$ cat config.mk
export PLATFORM = sky130hd
export DESIGN_NAME = mv_controller
export DESIGN_NICKNAME = d
export VERILOG_FILES = /design/src/rtl/mv_controller.sv
export SDC_FILE = /design/constraint.sdc
export NUM_CORES = 1
export LEC_CHECK = 0
export BUFFER_PORTS_ARGS = -buffer_cell sky130_fd_sc_hd__buf_2
export CAP_MARGIN = 0
export CORE_MARGIN = 2
export CORE_UTILIZATION = 62
export CTS_CLUSTER_DIAMETER = 150
export DETAILED_ROUTE_END_ITERATION = 10
export HOLD_SLACK_MARGIN = 0.15
export PLACE_DENSITY = 0.94
export SLEW_MARGIN = 20
export SYNTH_ARGS = -nofsm -noshare
export SYNTH_HDL_FRONTEND = slang
export SYNTH_SLANG_ARGS = --single-unit
$ cat constraint.sdc
create_clock -name clk -period 13.1 [get_ports clk]
set_input_delay 2.62 -clock clk [delete_from_list [all_inputs] [get_ports clk]]
set_output_delay 2.62 -clock clk [all_outputs]
set_load 0.01 [all_outputs]
$ cat src/rtl/mv_controller.sv
// Sequencer for an iterated fixed-point matrix-vector product on a chain of MAC nodes.
// Drives matrix/vector BRAM addressing and all datapath selects; the vector ping-pongs between vbram0 and vbram1.
module mv_controller #(
    parameter int IDX_WIDTH_FOR_NODES = 3,
    parameter int NUM_NODES           = 2**IDX_WIDTH_FOR_NODES,
    parameter int DELAY_BUF           = 1,
    parameter int DELAY_MAC           = 3,
    parameter int DELAY_CIN           = 1,
    parameter int DELAY_SEL           = 1
) (
    input  logic                           clk,
    input  logic                           rstn,
    input  logic                           running,
    input  logic [8:0]                     width,
    input  logic [15:0]                    iteration,
    output logic                           mbram_clk,
    output logic                           vbram0_clk,
    output logic                           vbram1_clk,
    output logic                           mbram_en,
    output logic [11:0]                    mbram_addr,
    output logic                           vbram0_en,
    output logic                           vbram0_we,
    output logic [9:0]                     vbram0_addr,
    output logic                           vbram1_en,
    output logic                           vbram1_we,
    output logic [9:0]                     vbram1_addr,
    output logic [NUM_NODES-1:0]           sclrs,
    output logic [1:0]                     asel,
    output logic [NUM_NODES-1:0]           csels,
    output logic [IDX_WIDTH_FOR_NODES-1:0] ressel,
    output logic [1:0]                     dinsel,
    output logic                           finish
);

    typedef enum logic [1:0] {IDLE, RUN, DONE} state_t;

    localparam int CW = 11;
    // Offsets from the end of the matrix-row read (t0+width) to writeback start, first write and group end
    localparam logic [CW-1:0] TW_OFF = CW'((NUM_NODES-1)*DELAY_BUF + DELAY_MAC + DELAY_CIN);
    localparam logic [CW-1:0] WR_OFF = TW_OFF + CW'(DELAY_SEL);
    localparam logic [CW-1:0] TAIL   = WR_OFF + CW'(NUM_NODES-1);

    state_t                         state_q, state_d;
    logic [8:0]                     width_q, width_d;
    logic [15:0]                    iter_q, iter_d;
    logic [15:0]                    pass_q, pass_d;
    logic [8:0]                     group_q, group_d;
    logic [CW-1:0]                  cnt_q, cnt_d;
    logic [11:0]                    base_q, base_d;
    logic [IDX_WIDTH_FOR_NODES-1:0] ressel_q, ressel_d;

    logic [CW-1:0] w_ext, tw, wr_start, c_last, rs_k, wr_k;
    logic [9:0]    num_groups;
    logic [15:0]   wr_idx;
    logic          active, src1, rd_act, wr_act;

    assign mbram_clk  = clk;
    assign vbram0_clk = clk;
    assign vbram1_clk = clk;

    always_ff @(posedge clk or negedge rstn) begin
        if (!rstn) begin
            state_q  <= IDLE;
            width_q  <= '0;
            iter_q   <= '0;
            pass_q   <= '0;
            group_q  <= '0;
            cnt_q    <= '0;
            base_q   <= '0;
            ressel_q <= '0;
        end else begin
            state_q  <= state_d;
            width_q  <= width_d;
            iter_q   <= iter_d;
            pass_q   <= pass_d;
            group_q  <= group_d;
            cnt_q    <= cnt_d;
            base_q   <= base_d;
            ressel_q <= ressel_d;
        end
    end

    always_comb begin
        state_d     = state_q;
        width_d     = width_q;
        iter_d      = iter_q;
        pass_d      = pass_q;
        group_d     = group_q;
        cnt_d       = cnt_q;
        base_d      = base_q;
        ressel_d    = ressel_q;
        mbram_en    = 1'b0;
        mbram_addr  = '0;
        vbram0_en   = 1'b0;
        vbram0_we   = 1'b0;
        vbram0_addr = '0;
        vbram1_en   = 1'b0;
        vbram1_we   = 1'b0;
        vbram1_addr = '0;
        sclrs       = '0;
        asel        = 2'd0;
        csels       = '0;
        dinsel      = 2'd0;
        finish      = 1'b0;

        w_ext      = CW'(width_q);
        tw         = w_ext + TW_OFF;
        wr_start   = w_ext + WR_OFF;
        c_last     = w_ext + TAIL;
        num_groups = (10'(width_q) + 10'(NUM_NODES-1)) >> IDX_WIDTH_FOR_NODES;
        rs_k       = cnt_q - tw;
        wr_k       = cnt_q - wr_start;
        wr_idx     = 16'(group_q) * 16'(NUM_NODES) + 16'(wr_k);

        // Outputs are gated by running so an abort suppresses writes in the very cycle it is seen
        active = (state_q == RUN) && running;
        src1   = pass_q[0];
        rd_act = active && (cnt_q < w_ext);
        wr_act = active && (cnt_q >= wr_start) && (wr_k < CW'(NUM_NODES))
                 && (wr_idx < 16'(width_q));

        case (state_q)
            IDLE: begin
                ressel_d = '0;
                if (running) begin
                    width_d = width;
                    iter_d  = iteration;
                    pass_d  = '0;
                    group_d = '0;
                    cnt_d   = '0;
                    base_d  = '0;
                    state_d = (width == 9'd0 || iteration == 16'd0) ? DONE : RUN;
                end
            end
            RUN: begin
                if (!running) begin
                    state_d  = IDLE;
                    ressel_d = '0;
                end else if (cnt_q == c_last) begin
                    cnt_d = '0;
                    if (10'(group_q) == num_groups - 10'd1) begin
                        group_d = '0;
                        base_d  = '0;
                        if (pass_q == iter_q - 16'd1) begin
                            state_d = DONE;
                        end else begin
                            pass_d = pass_q + 16'd1;
                        end
                    end else begin
                        group_d = group_q + 9'd1;
                        base_d  = base_q + 12'(width_q);
                    end
                end else begin
                    cnt_d = cnt_q + CW'(1);
                end
            end
            DONE: begin
                finish = 1'b1;
                if (!running) begin
                    state_d = IDLE;
                end
            end
            default: state_d = IDLE;
        endcase

        if (rd_act) begin
            mbram_en   = 1'b1;
            mbram_addr = base_q + 12'(cnt_q);
            if (src1) begin
                vbram1_en   = 1'b1;
                vbram1_addr = cnt_q[9:0];
            end else begin
                vbram0_en   = 1'b1;
                vbram0_addr = cnt_q[9:0];
            end
        end

        if (active && (cnt_q >= CW'(1)) && (cnt_q <= w_ext)) begin
            asel = src1 ? 2'd2 : 2'd1;
        end

        for (int i = 0; i < NUM_NODES; i++) begin
            sclrs[i] = active && (cnt_q == CW'(1 + i*DELAY_BUF));
            csels[i] = active && (cnt_q == w_ext + CW'(i*DELAY_BUF + DELAY_MAC));
        end

        // ressel steps through the nodes during writeback and otherwise holds its last value
        if (active && (cnt_q >= tw) && (rs_k < CW'(NUM_NODES))) begin
            ressel_d = rs_k[IDX_WIDTH_FOR_NODES-1:0];
        end
        ressel = ressel_d;

        if (wr_act) begin
            if (src1) begin
                vbram0_en   = 1'b1;
                vbram0_we   = 1'b1;
                vbram0_addr = wr_idx[9:0];
                dinsel      = 2'd1;
            end else begin
                vbram1_en   = 1'b1;
                vbram1_we   = 1'b1;
                vbram1_addr = wr_idx[9:0];
                dinsel      = 2'd2;
            end
        end
    end

endmodule

* Word-level counts from Yosys, hierarchy flattened
Index checks and enable logic that the tools add are counted. Widths: inputs -> output; s select.
Storage, ports and cells: ROM bits 0, bits of input ports 28, bits in latches 0, output and inout bits 64, register bits 78, RAM bits 0, memories 0
Cells by class: add/sub/neg operators 22, reductions and logical operators 35, muxes and demuxes 56, magnitude comparators 8, eq/ne operators 30, multipliers 0, divide/modulo/power cells 0, bitwise logic cells 0, shifts and indexed selects 0
Operator list (number):
- $eq 11x10->1 | 9
- $mux 10 | 8
- $mux 16 | 5
- $mux 12 | 5
- $add 9x3->10 const B | 5
- $add 9x4->10 const B | 5
- $eq 11x3->1 const B | 4
- $mux 9 | 4
- $mux 11 | 3
- $pmux 16 s2 | 1
- $logic_and 1x1->1 | 25
- $pmux 12 s2 | 1
- $eq 11x2->1 const B | 2
- $ge 11x10->1 | 2
- $lt 11x4->1 const B | 2
- $mux 2 | 11
- $pmux 11 s2 | 1
- $sub 11x10->11 | 2
- $pmux 9 s2 | 1
- $add 16x1->16 const B | 1
- $eq 16x16->1 | 1
- $logic_not 16->1 | 1
- $sub 16x1->16 const B | 1
- $add 12x11->13 | 1
- 32 further kinds | 50

* Logic depth before layout (Yosys ltp)
depth after elaboration 7, gate-level depth with buffers 21, mapped depth without buffers 21

==> results.ini <==
[run_status]
status = finished clean

[timing]
timing.fmax_mhz = 103
fin_setup_tns_ns = 0
finalCriticalPeriod_ns = 9.69
fin_skew_ns = 0.00860
maxSlewViolCount = 0
rsz0062_at_grt = false
hold_violations = 0
finalSetupViolations = 0
timing.final.crit_share = 0.739
worstMarginPinSlew_ns = 1.17
slew-limit-headroom = 0.218
worst_slack_ns = 3.41

[worst_setup_path]
worstPathMaxFanout = 23
cp-start-kind = flip-flop
reg2regPathDepth = 12
cp.arrival_ns = 7.07
slowest_stage = ha_1
slowest_delay_ns = 0.79
worstPathCellList = ha_1 > a21oi_1 > xnor2_1 > ha_1 > o21a_1 > o31a_1 > a21oi_1 > ha_1 > a21oi_1 > o21bai_1 > a21oi_1 > xnor2_1 > ha_1 > a2111oi_0 > nand4b_1 > or4_1 > or4b_4 > nor4_4 > a22o_1 > buf_2
critical_path_class = reg -> out
crit_family = compound AO/OA/AOI/OAI gates
cp-end-kind = primary output
critPathRequiredTime_ns = 10.48
cp.depth = 20
crit_buf_inv = 1

[placed_design]
dp_cells = 1360
post-place-ws_ns = 3.82
hpwl_um = 20800
place_congestion = 1.03
port_buffers = 89

[global_routing]
gr-total-overflow = 0
grt_pass1_vias = 8768
grt_pass1_wl_um = 45000
antenna_found_initial = 0
grt_max_degree = 79
grt_use_total = 0.361

[synthesis]
ys_seq_area_frac = 0.217
syn_inst = 1132
yosysUniqueCellTypes = 83
yosys_warnings = 0
synth-main-ff-cell = dfrtp_1
async_flop_share = 1.00
syn_area_per_cell_um2 = 7.96
synth_top_area_share = 0.217
synthesis.area_mm2 = 0.00901
synth_top_area_cell = dfrtp_1
synth_edf_count = 0
ys_ff_latch = 78
synth_area_leaders = dfrtp_1 (22%), ha_1 (12%), xnor2_1 (7.2%)

[floorplanning]
die_h_um = 125
die_w_um = 125
coreArea_mm2 = 0.0144
die-area_mm2 = 0.0155
ios = 92
initial_core_util = 0.627
num_rows = 44

[drt]
vias = 9366
drc = 0
drt-initial-drc-count = 984
drt_pass1_iterations = 7
vias_per_cell = 6.78
wl_per_cell_um = 20.9
drt-total-wl_um = 28900
ant_nets = 0

[hold_path]
holdPathStages = 2
hp-class = reg -> reg

[final_layout]
post-route-util = 0.693
fin_cells = 1381
drive_above_1_share = 0.135
n_antenna_cell = 0
area_growth_pct = 10.5
multi_input_area_mm2 = 0.00660
n_fill_cell = 1112
register_area_mm2 = 0.00195
finalNetCount = 1310

[power_and_ir_drop]
cellLeakagePower_nw = 4.46
power_density_mw_per_mm2 = 236
ir_drop_mv = 0.169
finalPower_w = 0.00235

[flow_run]
maxCapViolCount = 0

[cts]
ctsHoldBuffers = 0
cts_tree = yes
ctsResizeCount = 0
cts.clk_slew.worst_paths_ns = 0.07
cts_setup_buffers = 0
clk-insertion-delay-late_ns = 0.45

## worst paths after layout
| kind | start | end | slack (ns) |
|---|---|---|---|
| max | width_q[4] | vbram1_addr[1] | 3.41 |
| min | iter_q[15] | iter_q[15] | 0.52 |
| max reg2reg | width_q[1] | ressel_q[0] | 8.66 |
| min reg2reg | iter_q[15] | iter_q[15] | 0.52 |
| max in group asynchronous | rstn | iter_q[2] | 10.38 |
| min in group asynchronous | rstn | group_q[6] | 2.20 |
## cell usage in the layout (no fill, tap or decap), types with 21 or more instances in the layout
cell	netlist	layout
nand4_1	22	22
o21ai_0	66	66
nor2_1	81	80
o31ai_1	26	26
nor3_1	22	21
dfrtp_1	78	78
ha_1	86	86
nand2b_1	21	21
a21oi_1	65	65
nand3_1	28	28
xor2_1	32	32
buf_2	14	88
xnor2_1	74	73
nand2_1	129	129
inv_1	52	52
## per-layer routing
| layer | GRT usage | vias to the layer above | routed length, um |
|---|---|---|---|
| met5 | 0 | - | 0 |
| met4 | 0.235 | 0 | 2040 |
| met3 | 0.0726 | 177 | 2950 |
| met2 | 0.565 | 645 | 13000 |
| met1 | 0.454 | 4319 | 10900 |
| li1 | - | 4225 | - |
## cell type report
cell class / count / area share
clock buffers: 19 / 0.0363
clock inverters: 5 / 0.00578
inverters: 53 / 0.0200
multi-input cells: 941 / 0.663
flip-flops and latches: 78 / 0.196
well taps: 184 / 0.0231
repair buffers: 101 / 0.0552
## worst reg2reg max path, stage by stage, from the launching register on
cell and delay, ns:
dfrtp_1 0.56, inv_1 0.30, ha_1 0.31, a21oi_1 0.44
xnor2_1 0.19, ha_1 0.36, a21boi_0 0.23, o21ai_0 0.20
a2111oi_0 0.48, a211oi_1 0.12, mux2i_1 0.15, nor4_1 0.69
mux2i_1 0.33
## flip-flops by register name (all words and copies together), names as in the netlist
| register | cells |
|---|---|
| cnt_q | 11 |
| base_q | 12 |
| width_q | 9 |
| ressel_q | 3 |
| state_q | 2 |
| pass_q | 16 |
| group_q | 9 |
| iter_q | 16 |
## where the power goes
group          total [W]  switching, W  internal [W]
Sequential      0.000444      0.000145      0.000299
Clock           0.000334      0.000121      0.000213
Combinational    0.00157      0.000973      0.000596
Total            0.00235       0.00124       0.00111
## per-stage QoR
stage	hold WS [ns]	area [um2]
2_1_floorplan	0.465	9010
3_3_place_gp	0.503	9520
3_5_place_dp	0.507	9530
4_1_cts	0.520	9940
5_1_grt	0.563	9950
6_report	0.523	9950
## logic make-up (layout without fill, tap and decap cells)
logic type | Yosys count | in the layout | share of synthesized area
AO/OA/AOI/OAI | 292 | 292 | 0.214
XOR/XNOR | 111 | 111 | 0.115
adder cells (fa/ha/maj) | 91 | 91 | 0.131
buffers and inverters | 114 | 178 | 0.0557
flip-flops | 78 | 78 | 0.217
multiplexers | 18 | 18 | 0.0221
other | 1 | 2 | 0.000416
AND/OR/NAND/NOR | 427 | 427 | 0.246
## synthesized netlist by cell type, types with 15 or more instances
cell type / number
nand2_1: 129
ha_1: 86
nor2_1: 81
dfrtp_1: 78
xnor2_1: 74
o21ai_0: 66
a21oi_1: 65
inv_1: 52
clkbuf_1: 32
xor2_1: 32
nand3_1: 28
o31ai_1: 26
nand4_1: 22
nor3_1: 22
nand2b_1: 21
and3_1: 20
nor4_1: 20
a22o_1: 16
or4_1: 15
No activity file was read; power rests on OpenSTA's default activity.
